## config.mk

```make
export PLATFORM = sky130hd
export DESIGN_NAME = sdram_client
export DESIGN_NICKNAME = d
export VERILOG_FILES = /design/src/rtl/sdram_client.sv
export SDC_FILE = /design/constraint.sdc
export NUM_CORES = 1
export LEC_CHECK = 0
export ABC_CLOCK_PERIOD_IN_PS = 3900
export CAP_MARGIN = 20
export CELL_PAD_IN_SITES_DETAIL_PLACEMENT = 1
export CELL_PAD_IN_SITES_GLOBAL_PLACEMENT = 1
export CORE_AREA = 5 5 100 102
export DETAILED_ROUTE_END_ITERATION = 10
export DIE_AREA = 0 0 105 107
export GPL_ROUTABILITY_DRIVEN = 0
export HOLD_SLACK_MARGIN = 0.12
export PLACE_DENSITY = 0.9
export SLEW_MARGIN = 20
export SYNTH_ARGS = -nofsm -noshare
export SYNTH_HDL_FRONTEND = slang
export SYNTH_SLANG_ARGS = --single-unit
```

## constraint.sdc

```tcl
create_clock -name clkSYS -period 3.9 [get_ports clkSYS]
set_input_delay 0.78 -clock clkSYS [delete_from_list [all_inputs] [get_ports clkSYS]]
set_output_delay 0.78 -clock clkSYS [all_outputs]
set_load 0.01 [all_outputs]
```

## src/rtl/sdram_client.sv

```systemverilog
// rtl/sdram_client.sv - single-client request initiator and return-stream filter for the SDRAM controller
module sdram_client #(
  parameter int AN    = 24,
  parameter int DN    = 16,
  parameter int IN    = 2,
  parameter int ID    = 0,
  parameter int BURST = 8,
  parameter int TMO   = 255
) (
  input  logic          clkSYS,
  input  logic          n_reset,
  input  logic [AN-1:0] cl_addr,
  input  logic [DN-1:0] cl_wdata,
  input  logic          cl_wr,
  input  logic          cl_req,
  output logic          cl_ack,
  output logic [DN-1:0] cl_rdata,
  output logic          cl_rvalid,
  output logic          cl_rlast,
  output logic          cl_busy,
  output logic          cl_err,
  output logic [AN-1:0] req_addr,
  output logic [DN-1:0] req_data,
  output logic [IN-1:0] req_id,
  output logic          req,
  output logic          req_wr,
  input  logic          req_ack,
  input  logic [DN-1:0] mem_data,
  input  logic [IN-1:0] mem_id,
  input  logic          mem_valid
);

  // Beat counter needs at least one bit even for single-word bursts.
  localparam int BW = (BURST > 1) ? $clog2(BURST) : 1;
  localparam int TW = $clog2(TMO + 1);
  // Reads fetch whole bursts, so the low address bits are cleared.
  localparam logic [AN-1:0] ALIGN_MASK = ~(AN'(BURST - 1));

  typedef enum logic [1:0] {
    S_IDLE,
    S_REQ,
    S_RDATA
  } state_t;

  state_t        state_q, state_d;
  logic          req_q, req_d;
  logic          req_wr_q, req_wr_d;
  logic [AN-1:0] req_addr_q, req_addr_d;
  logic [DN-1:0] req_data_q, req_data_d;
  logic          cl_ack_q, cl_ack_d;
  logic          cl_rvalid_q, cl_rvalid_d;
  logic          cl_rlast_q, cl_rlast_d;
  logic [DN-1:0] cl_rdata_q, cl_rdata_d;
  logic          cl_err_q, cl_err_d;
  logic          cl_busy_q, cl_busy_d;
  logic [BW-1:0] beat_q, beat_d;
  logic [TW-1:0] tmo_q, tmo_d;
  logic          own_beat;

  assign own_beat = mem_valid && (mem_id == IN'(ID));

  // Next-state and registered-output decode for the three-state command FSM.
  always_comb begin
    state_d     = state_q;
    req_d       = req_q;
    req_wr_d    = req_wr_q;
    req_addr_d  = req_addr_q;
    req_data_d  = req_data_q;
    cl_ack_d    = 1'b0;
    cl_rvalid_d = 1'b0;
    cl_rlast_d  = 1'b0;
    cl_rdata_d  = cl_rdata_q;
    cl_err_d    = 1'b0;
    beat_d      = beat_q;
    tmo_d       = tmo_q;

    case (state_q)
      S_IDLE: begin
        // Our ID returning data with no read outstanding is a stray.
        if (own_beat) begin
          cl_err_d = 1'b1;
        end
        if (cl_req) begin
          state_d    = S_REQ;
          req_d      = 1'b1;
          req_wr_d   = cl_wr;
          req_addr_d = cl_wr ? cl_addr : (cl_addr & ALIGN_MASK);
          req_data_d = cl_wdata;
          cl_ack_d   = 1'b1;
        end
      end

      S_REQ: begin
        if (own_beat) begin
          cl_err_d = 1'b1;
        end
        // Request fields are frozen until the controller takes them.
        if (req_ack) begin
          req_d = 1'b0;
          if (req_wr_q) begin
            state_d = S_IDLE;
          end else begin
            state_d = S_RDATA;
            beat_d  = '0;
            tmo_d   = '0;
          end
        end
      end

      S_RDATA: begin
        if (own_beat) begin
          cl_rvalid_d = 1'b1;
          cl_rdata_d  = mem_data;
          tmo_d       = '0;
          beat_d      = beat_q + BW'(1);
          if (beat_q == BW'(BURST - 1)) begin
            cl_rlast_d = 1'b1;
            beat_d     = '0;
            state_d    = S_IDLE;
          end
        end else begin
          // Silence between own beats; give up once the gap hits TMO.
          tmo_d = tmo_q + TW'(1);
          if (tmo_d == TW'(TMO)) begin
            cl_err_d = 1'b1;
            state_d  = S_IDLE;
          end
        end
      end

      default: begin
        state_d = S_IDLE;
      end
    endcase

    cl_busy_d = (state_d != S_IDLE);
  end

  // State and output registers; reset abandons any request in flight.
  always_ff @(posedge clkSYS or negedge n_reset) begin
    if (!n_reset) begin
      state_q     <= S_IDLE;
      req_q       <= 1'b0;
      req_wr_q    <= 1'b0;
      req_addr_q  <= '0;
      req_data_q  <= '0;
      cl_ack_q    <= 1'b0;
      cl_rvalid_q <= 1'b0;
      cl_rlast_q  <= 1'b0;
      cl_rdata_q  <= '0;
      cl_err_q    <= 1'b0;
      cl_busy_q   <= 1'b0;
      beat_q      <= '0;
      tmo_q       <= '0;
    end else begin
      state_q     <= state_d;
      req_q       <= req_d;
      req_wr_q    <= req_wr_d;
      req_addr_q  <= req_addr_d;
      req_data_q  <= req_data_d;
      cl_ack_q    <= cl_ack_d;
      cl_rvalid_q <= cl_rvalid_d;
      cl_rlast_q  <= cl_rlast_d;
      cl_rdata_q  <= cl_rdata_d;
      cl_err_q    <= cl_err_d;
      cl_busy_q   <= cl_busy_d;
      beat_q      <= beat_d;
      tmo_q       <= tmo_d;
    end
  end

  assign cl_ack    = cl_ack_q;
  assign cl_rdata  = cl_rdata_q;
  assign cl_rvalid = cl_rvalid_q;
  assign cl_rlast  = cl_rlast_q;
  assign cl_busy   = cl_busy_q;
  assign cl_err    = cl_err_q;
  assign req_addr  = req_addr_q;
  assign req_data  = req_data_q;
  assign req_id    = IN'(ID);
  assign req       = req_q;
  assign req_wr    = req_wr_q;

endmodule

```

# == After elaboration in Yosys (flattened, before gate mapping) ==
# Index checks and enable logic that the tools add are counted.
# word_totals
ff_bits,76
in_bits,64
out_inout_bits,65
word_cells,65
# classes
n_addsub,2
n_eq_ne,8
muxes,30
n_reduce_logical,12
# op_table
operator,count
8-bit 2-to-1 mux,3
8-bit one-hot mux with 2 select lines,1
3-bit 2-to-1 mux,5
2-bit 2-to-1 mux,6
1-bit 2-to-1 mux,11
8-bit by 1-bit adder with 8-bit output (second input constant),1
8-bit equality test (second input constant),1
2-bit inequality test (second input constant),4
2-bit one-hot mux with 3 select lines,1
3-bit one-hot mux with 2 select lines,1
3-bit AND reduction,2
2-bit nonzero test,3
2-bit zero test,2
1-bit one-hot mux with 2 select lines,2
2-bit AND reduction,2
4-bit AND reduction,1
3-bit by 1-bit adder with 3-bit output (second input constant),1
3-bit equality test (second input constant),1
2-bit by 1-bit equality test with 1-bit output (second input constant),1
2-bit equality test (second input constant),1
2-bit OR reduction,1
1-bit logical AND,1

# == Depth between registers and ports, before layout ==
# Gate-level depths: netlist of the first run.
# logic_depth
ltp_word,6
depth_mapped,6
ltp_nobuf,6

# == Least setup slack after synthesis of the first run ==
# OpenSTA, ideal clock, no wires.
# synth_path
kind,input to register
start,input port mem_id[1]
end,"register cl_rdata_q[10], in the netlist cl_rdata[10]"
setup_time_ns,0.125
arrival_ns,2.132
t_required_ns,3.775
path_slack_ns,1.643
path_stages,4
n_path_buf,1
path_cell_list,or3b_2 nor2_2 buf_4 mux2_2
# synth_between
elab_chain_len,3
# synth_lines
element,line_no,rtl
start: declaration,29,"input logic [IN-1:0] mem_id,"
2-bit zero test,60,assign own_beat = mem_valid && (mem_id == IN'(ID));
1-bit logical AND,60,
2-bit AND reduction (no source line),n/a,
end signal: assignment,164,cl_rdata_q <= cl_rdata_d;
end: declaration,53,"logic [DN-1:0] cl_rdata_q, cl_rdata_d;"
# Every way passes these cells.
# A chain may end at the register's enable or synchronous reset.

# == Worst setup path in the final report of the first run ==
# layout_path
start,input port mem_valid
end,register beat_q[0]
# layout_between
elab_chain_len,3
# layout_lines
element,line_no,rtl
start: declaration,30,input logic mem_valid
1-bit logical AND,60,
2-bit inequality test (no source line),n/a,
4-bit AND reduction (no source line),n/a,
end signal: assignment,167,beat_q <= beat_d;
end: declaration,56,"logic [BW-1:0] beat_q, beat_d;"
# Every way passes these cells.

==> results of run 1 <==
[stage by stage]
stage	util [%]	setup slack (ns)	instance area (um^2)	hold slack (ns)	instances
floorplan	-	1.64	3070	0.445	226
global placement	49.2	1.26	4440	0.482	456
detailed placement	49.2	1.14	4440	0.482	456
CTS	51.8	1.52	4680	0.491	471
global route	51.8	1.39	4680	0.509	471
finish	51.8	1.52	4680	0.488	471
[power by group through the flow]
stage / Combinational (mW) / Sequential, mW / Clock, mW
after floorplan: 0.452 / 1.46 / 0
after global placement: 1.39 / 1.31 / 0
after detailed placement: 1.44 / 1.34 / 0
after CTS: 1.45 / 1.33 / 0.744
after global routing: 1.52 / 1.37 / 0.786
final: 1.42 / 1.32 / 0.727
[area by class of cell]
cell class                      instances  area [um^2]
Multi-Input combinational cell        134         1100
Fill cell                             930         4340
Clock buffer                           10          138
Timing Repair Buffer                  128         1270
Sequential cell                        76         1900
Tap cell                              111          139
Clock inverter                          5          100
Inverter                                7         26.3
[state kept, by name (all words and copies together) (netlist names), 2 cells and up]
signal / count
state_q: 2
tmo_q: 8
beat_q: 3
req_addr: 24
req_data: 16
cl_rdata: 16
[cells in the final DEF, fill, tap and decap left out, types with 2 or more instances in the layout]
cell and n:
a21oi_1 2, a31oi_1 2, and3_1 2, buf_4 3, bufinv_16 3, clkbuf_8 10
clkdlybuf4s50_1 125, clkinv_2 2, conb_1 2, dfrtp_1 76, ha_1 4, inv_1 7
mux2_2 54, nand2_1 13, nand3_1 6, nor2_1 8, nor3b_1 2, o21ai_0 16
o31ai_1 3, xnor2_1 3
[path summary, 6_finish.rpt]
kind	to	slack (ns)	cells past startpoint
min	tmo_q[7]	0.49	1
max in group asynchronous	req_addr[1]	2.70	1
min in group asynchronous	cl_rdata[11]	0.58	1
max reg2reg	tmo_q[5]	2.01	4
max	beat_q[0]	1.52	7
min reg2reg	tmo_q[7]	0.49	1
[critical path, delay by kind of cell]
kind | cells | cell delay (ns)
and+or+nand+nor | 4 | 1.03
buffers and inverters | 2 | 0.72
AOI/OAI and AO/OA | 1 | 0.12
[metal layers]
metal | up-vias | part of all wire [%] | GRT usage (%)
met4 | 0 | 1.2 | 4.29
met5 | - | 0 | 0
met2 | 65 | 54 | 27.8
met3 | 10 | 8.8 | 7.34
met1 | 1157 | 36 | 15.8
li1 | 1044 | - | -
[kinds of logic (layout without fill, tap and decap cells)]
| kind of cell | Yosys count | after routing | share of synthesized area [%] |
|---|---|---|---|
| buffers and inverters | 16 | 150 | 2.49 |
| AO/OA/AOI/OAI | 27 | 27 | 5.42 |
| flip-flops | 76 | 76 | 62.0 |
| XOR/XNOR | 4 | 4 | 1.14 |
| other | 1 | 2 | 0.122 |
| adder cells (fa/ha/maj) | 4 | 4 | 1.63 |
| AND/OR/NAND/NOR | 42 | 42 | 7.06 |
| multiplexers | 55 | 55 | 20.1 |
==> impl_metrics.yaml, run 1 <==
clocking:
  clock_latency_ns: 0.34
  cts_hold_buf: 0
  root_buffer: "clkbuf_8"
  cts_tree: "yes"
  clock_path_buffers: 2
  clkSlewWorstSetupHoldPaths_ns: 0.08
  htree_levels: 3
  cts_setup_buffers: 0
  numCtsBuffers: 9
  cts.sinks: 76
  cts_resized: 0
floorplanning:
  die_w_um: 105
  die_area_mm2: 0.0112
  num_rows: 35
  ios: 129
  start_util_pct: 34.0
  die_h_um: 107
  fp.coreArea_mm2: 0.00902
power_and_ir_drop:
  clkPwrFrac_pct: 21.0
  p_int_mw: 2.42
  vdd_drop_max_uv: 357
  p_switching_mw: 1.04
  p_per_area_mw_per_mm2: 741
  seq_power_share_pct: 38.1
  combPwrFrac_pct: 40.9
  power_mw: 3.46
  p_sw_share_pct: 30.2
  power_leakage_nw: 1.95
global_route:
  grt_overflow: 0
  grt_pass1_wl_um: 13700
  antenna_found_initial: 0
  grt_pass1_vias: 2684
  grt_max_degree: 77
  grt_usage_pct: 15.4
layout:
  num_antenna_cells: 0
  final_nets: 424
  drive_gt1_share_pct: 21.4
  syn2layout_area_growth_pct: 52.4
sta:
  grt_setup_unrepaired: "false"
  hold_viol: 0
  worst_pin_slew_ns: 0.953
  setup_viol: 0
  fin_crit_sh_pct: 61.0
  fin_tns_setup_ns: 0
  slew_headroom_pct: 36.5
  clock_skew_ns: 0.00849
  timing.fmax_ghz: 0.420
  drv_slew: 0
  finalCriticalPeriod_ns: 2.38
logic_synthesis:
  synth_ff_type: "dfrtp_1"
  synth_area_per_cell_um2: 13.6
  yosys_warnings: 0
  synth_commonest_cells: "dfrtp_1 (76), mux2_2 (54), o21ai_0 (16), nand2_1 (13), nor2_1 (8)"
  synth-edff-count: 0
  yosysMostFrequentCell: "dfrtp_1"
  async_flop_share_pct: 100
  synth.distinct_cells: 34
  synth_seq_cells: 76
  syn_area_mm2: 0.00307
  synth_top_area_share_pct: 62.0
  syn-instance-count: 225
  yosysSeqAreaShare_pct: 62.0
  synth_area_leaders: "dfrtp_1 (62%), mux2_2 (20%), o21ai_0 (2.6%)"
  yosysTopAreaCell: "dfrtp_1"
place:
  io_buffers: 126
  dp_hpwl_um: 6260
routing:
  wl_per_cell_um: 17.8
  ant_nets: 0
  drc_errors: 0
  vias: 2276
  routed_wl_um: 8370
  drt_pre_antenna_iters: 4
  routed_via_density: 4.83
  drt_iter0_drc: 61
job:
  drv_cap: 0
worst_setup_path:
  r2r-start: "state_q[1]"
  critical_path.slowest_cell: "or3b_2"
  start_kind: "primary input"
  crit_arrival_ns: 2.66
  crit_type: "primary input to register"
  cpPeakStageDelay_ns: 0.52
  crit_path_start: "mem_valid"
  worst_setup_path_end_kind: "register"
  worstPathRequired_ns: 4.18
  cp_max_fo: 18
  path_cells: "clkdlybuf4s50_1, or3b_2, nor2_2, buf_4, nor2_1, nor4_1, a21o_1"
min_path:
  worstHoldPathType: "register to register"
  worstHoldStart: "tmo_q[7]"
outcome:
  outcome: "completed"
Note: power is estimated with default switching activity, not from simulation.
==> run 2: changes to the inputs <==
==> config.mk (replaced) <==
export PLATFORM = sky130hd
export DESIGN_NAME = sdram_client
export DESIGN_NICKNAME = d
export VERILOG_FILES = /design/src/rtl/sdram_client.sv
export SDC_FILE = /design/constraint.sdc
export NUM_CORES = 1
export LEC_CHECK = 0
export ABC_CLOCK_PERIOD_IN_PS = 2000
export CAP_MARGIN = 20
export CELL_PAD_IN_SITES_DETAIL_PLACEMENT = 1
export CELL_PAD_IN_SITES_GLOBAL_PLACEMENT = 1
export CORE_AREA = 5 5 108 110
export DETAILED_ROUTE_END_ITERATION = 10
export DIE_AREA = 0 0 113 115
export GPL_ROUTABILITY_DRIVEN = 0
export HOLD_SLACK_MARGIN = 0.12
export PLACE_DENSITY = 0.82
export SLEW_MARGIN = 20
export SYNTH_ARGS = -nofsm -noshare
export SYNTH_HDL_FRONTEND = slang
export SYNTH_SLANG_ARGS = --single-unit
==> constraint.sdc (replaced) <==
create_clock -name clkSYS -period 2 [get_ports clkSYS]
set_input_delay 0.4 -clock clkSYS [delete_from_list [all_inputs] [get_ports clkSYS]]
set_output_delay 0.4 -clock clkSYS [all_outputs]
set_load 0.01 [all_outputs]
==> run 2 against run 1 <==
Sequential power is 95% higher. Core utilization is 6.2 points lower. First-iteration DRC count is 38% lower. Total power is 96% higher. Sequential cell count stayed put. Worst hold slack better by 0.018 ns. Cell area is 3.6% higher. Die area is 16% higher. Largest power group unchanged.
==> impl_metrics.yaml, run 2 (synthesis results as in run 1) <==
layout:
  n_fill_cell: 1133
  seqCellArea_mm2: 0.00190
  final_nets: 436
  final_common_cell: "clkdlybuf4s50_1"
  syn2layout_area_growth_pct: 57.9
  drive_gt1_share_pct: 23.9
  multi_input_area_mm2: 0.00110
  final_cell_mix: "clkdlybuf4s50_1 (125), dfrtp_1 (76), mux2_2 (54), o21ai_0 (16), nand2_1 (13)"
  largest_register_ffs: 24
  num_antenna_cells: 0
clocking:
  cts_resized: 0
  cts_setup_buffers: 0
  htree_levels: 3
  numCtsBuffers: 9
  clock_path_buffers: 2
  clkSlewWorstSetupHoldPaths_ns: 0.08
  cts_tree: "yes"
  cts.sinks: 76
  root_buffer: "clkbuf_8"
  clock_latency_ns: 0.34
job:
  drv_cap: 0
power_and_ir_drop:
  p_per_area_mw_per_mm2: 1400
  power_leakage_nw: 2.01
  vdd_drop_max_uv: 581
  power_mw: 6.80
floorplanning:
  num_rows: 38
  die_h_um: 115
  die_w_um: 113
  start_util_pct: 28.9
  die_area_mm2: 0.0130
  ios: 129
  fp.coreArea_mm2: 0.0106
sta:
  setup_slack_ns: 0.0870
  hold_viol: 0
  fin_tns_setup_ns: 0
  drv_slew: 0
  fin_crit_sh_pct: 95.7
  worst_pin_slew_ns: 0.581
  slew_headroom_pct: 61.1
  clock_skew_ns: 0.00713
  grt_setup_unrepaired: "false"
  finalCriticalPeriod_ns: 1.91
  setup_viol: 0
  timing.fmax_ghz: 0.523
global_route:
  grt_overflow: 0
  antenna_found_initial: 0
  grt_pass1_wl_um: 13900
  grt_usage_pct: 13.7
  grt_pass1_vias: 2694
  grt_max_degree: 32
worst_setup_path:
  cp_max_fo: 7
  crit_type: "register to register"
  crit_arrival_ns: 2.13
  path_cells: "nand3_2, or3_1, a211o_1, o31ai_1, nand2b_1"
  worstPathRequired_ns: 2.22
  critical_path.slowest_cell: "dfrtp_1"
  worst_setup_path_end_kind: "register"
  cpPeakStageDelay_ns: 0.47
  start_kind: "register"
outcome:
  outcome: "completed"
routing:
  wl_per_cell_um: 16.1
  routed_wl_um: 8280
  vias: 2327
  ant_nets: 0
  drt_pre_antenna_iters: 4
  drt_iter0_drc: 38
  routed_via_density: 4.54
  drc_errors: 0
min_path:
  worstHoldPathType: "register to register"
place:
  dp_hpwl_um: 6380
  io_buffers: 126
  pre_cts_slack_ns: -0.230
run 2: cell types whose count changed in the layout (fill, tap and decap cells not counted):
cell / change
buf_12: +3
clkbuf_8: -1
clkinvlp_4: +2
dlygate4sd3_1: +1
buf_4: +8
run 2: final cells by class:
type,count,share of cell area (%)
clock buffers,9,2.56
clock inverters,7,2.38
inverters,7,0.542
multi-input cells,134,22.7
flip-flops and latches,76,39.3
well taps,140,3.62
repair buffers,140,29.0
run 2: repair_timing:
| item | CTS | global route |
|---|---|---|
| endpoints found under the setup margin | 0 | 0 |
| hold buffers | 1 | 0 |
| hold endpoints to repair | 28 | 0 |
run 2: metal layers:
metal,vias up,share of wire [%],track usage (%)
met2,80,51,23.9
li1,1069,-,-
met5,-,0,0
met1,1166,38,14.8
met4,0,1.6,5.37
met3,12,8.9,5.68
run 2: final timing paths:
| kind | depth (start not counted) | slack [ns] | startpoint | to |
|---|---|---|---|---|
| max in group asynchronous | 3 | 0.82 | n_reset | req_addr[12] |
| worst min-delay path | 2 | 0.51 | beat_q[1] | beat_q[1] |
| min in group asynchronous | 2 | 0.54 | n_reset | req_addr[5] |
| worst max register to register | 5 | 0.09 | tmo_q[2] | state_q[1] |
| worst min register to register | 2 | 0.51 | beat_q[1] | beat_q[1] |
| worst max-delay path | 5 | 0.09 | tmo_q[2] | state_q[1] |
run 2: metrics by stage:
stage	util [%]	instances	hold slack [ns]	instance area, um^2
after floorplan	-	226	0.104	3070
after global placement	43.3	496	0.372	4600
after detailed placement	43.3	496	0.376	4600
after CTS	45.7	513	0.504	4840
after global routing	45.7	513	0.530	4840
final	45.7	513	0.506	4840
run 2: critical path, delay by kind of cell (launching register included):
kind / cells / cell delay, ns
AO/OA/AOI/OAI: 2 / 0.69
AND/OR/NAND/NOR: 3 / 0.62
flip-flops: 1 / 0.47
run 2: power by group:
part           switching [mW]  leakage, nW  total (mW)  internal (mW)
logic                    1.09        0.960        2.83           1.74
clock network           0.572        0.115        1.40          0.824
registers               0.387        0.937        2.57           2.19
==> run 3: changes to the inputs <==
--- a/config.mk
+++ b/config.mk
@@ -15,6 +15,7 @@
 export GPL_ROUTABILITY_DRIVEN = 0
 export HOLD_SLACK_MARGIN = 0.12
 export PLACE_DENSITY = 0.82
+export REMOVE_ABC_BUFFERS = 1
 export SLEW_MARGIN = 20
 export SYNTH_ARGS = -nofsm -noshare
 export SYNTH_HDL_FRONTEND = slang
==> run 3 against run 2 <==
Global-route usage is 0.33 points lower. Largest power group unchanged. Sequential cell count stayed put. Cell count is 0.97% lower. Critical endpoint is now cl_err. Non-clock buffer count is 5 lower. Critical path depth stayed put. Combinational power hardly changed.
==> impl_metrics.yaml, run 3 (synthesis results as in run 1) <==
clocking:
  root_buffer: "clkbuf_8"
  numCtsBuffers: 9
  cts_resized: 0
  htree_levels: 3
  clock_path_buffers: 2
  clkSlewWorstSetupHoldPaths_ns: 0.08
  cts.sinks: 76
  clock_latency_ns: 0.35
  cts_tree: "yes"
worst_setup_path:
  r2r_setup_slack_ns: 0.13
  worstPathRequired_ns: 2.25
  reg2regPathDepth: 5
  worst_setup_path_end_kind: "register"
  r2r-start: "tmo_q[3]"
  start_kind: "register"
  cp_max_fo: 6
  crit_arrival_ns: 2.12
  timing.rr.end: "cl_err"
  crit_type: "register to register"
layout:
  n_fill_cell: 1118
  syn2layout_area_growth_pct: 55.2
  final_cell_mix: "clkdlybuf4s50_1 (125), dfrtp_1 (76), mux2_2 (54), o21ai_0 (16), nand2_1 (13)"
  drive_gt1_share_pct: 22.6
  num_antenna_cells: 0
  final_common_cell: "clkdlybuf4s50_1"
  final_util_pct: 44.9
  largest_register_ffs: 24
  final_nets: 431
routing:
  wl_per_cell_um: 16.7
  routed_via_density: 4.55
  routed_wl_um: 8470
  drc_errors: 0
  vias: 2309
  drt_pre_antenna_iters: 3
  ant_nets: 0
  drt_iter0_drc: 44
sta:
  hold_viol: 0
  finalCriticalPeriod_ns: 1.87
  slew_headroom_pct: 65.7
  worst_pin_slew_ns: 0.512
  grt_setup_unrepaired: "false"
  timing.fmax_ghz: 0.535
  fin_crit_sh_pct: 93.4
  fin_tns_setup_ns: 0
  drv_slew: 0
  setup_viol: 0
  clock_skew_ns: 0.00707
power_and_ir_drop:
  power_mw: 6.52
  power_leakage_nw: 1.97
  vdd_drop_max_uv: 581
  p_per_area_mw_per_mm2: 1370
place:
  io_buffers: 126
  dp_hpwl_um: 6510
min_path:
  holdPathStages: 1
  worstHoldStart: "req_data[1]"
  hold_end: "req_data[1]"
  worstHoldPathType: "register to register"
outcome:
  outcome: "completed"
global_route:
  grt_usage_pct: 13.3
  grt_pass1_vias: 2628
  grt_pass1_wl_um: 13600
  grt_max_degree: 46
  grt_overflow: 0
  antenna_found_initial: 0
floorplanning:
  fp.coreArea_mm2: 0.0106
  ios: 129
  start_util_pct: 28.9
  die_area_mm2: 0.0130
  die_h_um: 115
  num_rows: 38
  die_w_um: 113
job:
  drv_cap: 0
run 3: cell types whose count changed in the layout (fill, tap and decap cells not counted):
cell / before / now
bufinv_16: 3 / 1
buf_4: 11 / 6
clkbuf_1: 0 / 1
clkinvlp_4: 2 / 1
clkinv_4: 0 / 2
run 3: power breakdown:
part / switching (mW) / internal [mW] / total [mW]
sequential: 0.381 / 2.19 / 2.57
clock: 0.587 / 0.577 / 1.16
combinational: 1.07 / 1.72 / 2.80
total: 2.04 / 4.49 / 6.52
run 3: worst max path at each step:
stage / startpoint / to / slack (ns) / depth (start not counted)
floorplan: state_q[1] / req_addr[10] / -2.19 / 2
CTS: tmo_q[3] / cl_err / 0.12 / 5
global placement: mem_valid / cl_rdata[5] / -0.16 / 5
global route: tmo_q[3] / cl_err / 0.04 / 5
finish: tmo_q[3] / cl_err / 0.13 / 5
detailed placement: mem_valid / cl_rdata[2] / -0.19 / 5
run 3: layout make-up:
type | instances | area (um^2) | share of cell area (%)
Sequential cell | 76 | 1900 | 39.9
Tap cell | 140 | 175 | 3.68
Inverter | 7 | 26.3 | 0.552
Timing Repair Buffer | 135 | 1370 | 28.7
Multi-Input combinational cell | 134 | 1100 | 23.1
Clock inverter | 6 | 65.1 | 1.37
Clock buffer | 10 | 128 | 2.68
run 3: worst max-delay path, cell delays in order, from the launching register on:
cell	delay, ns
dfrtp_1	0.50
nand3_2	0.18
or3_1	0.34
a211o_1	0.31
or2_1	0.24
o32ai_2	0.21
run 3: per-stage QoR:
step | std cells | cell area (um^2) | hold slack, ns | worst slack [ns]
after floorplan | 217 | 3020 | 0.104 | -2.19
after global placement | 491 | 4560 | 0.390 | -0.162
after detailed placement | 491 | 4560 | 0.402 | -0.195
after CTS | 508 | 4760 | 0.513 | 0.124
after global routing | 508 | 4760 | 0.525 | 0.0405
final | 508 | 4760 | 0.508 | 0.132
run 3: what timing repair did:
action / in CTS / in global routing
hold buffers: 1 / 0
buffers inserted: 0 / 0
hold endpoints to repair: 33 / 0
run 3: layer usage:
metal	share of wire, %	routed length [um]	GRT usage [%]	up-vias
met3	5.7	482	4.26	15
met1	38	3210	14.5	1167
met2	54	4550	24.0	61
met4	2.6	221	5.77	0
met5	0	0	0	-
li1	-	-	-	1066
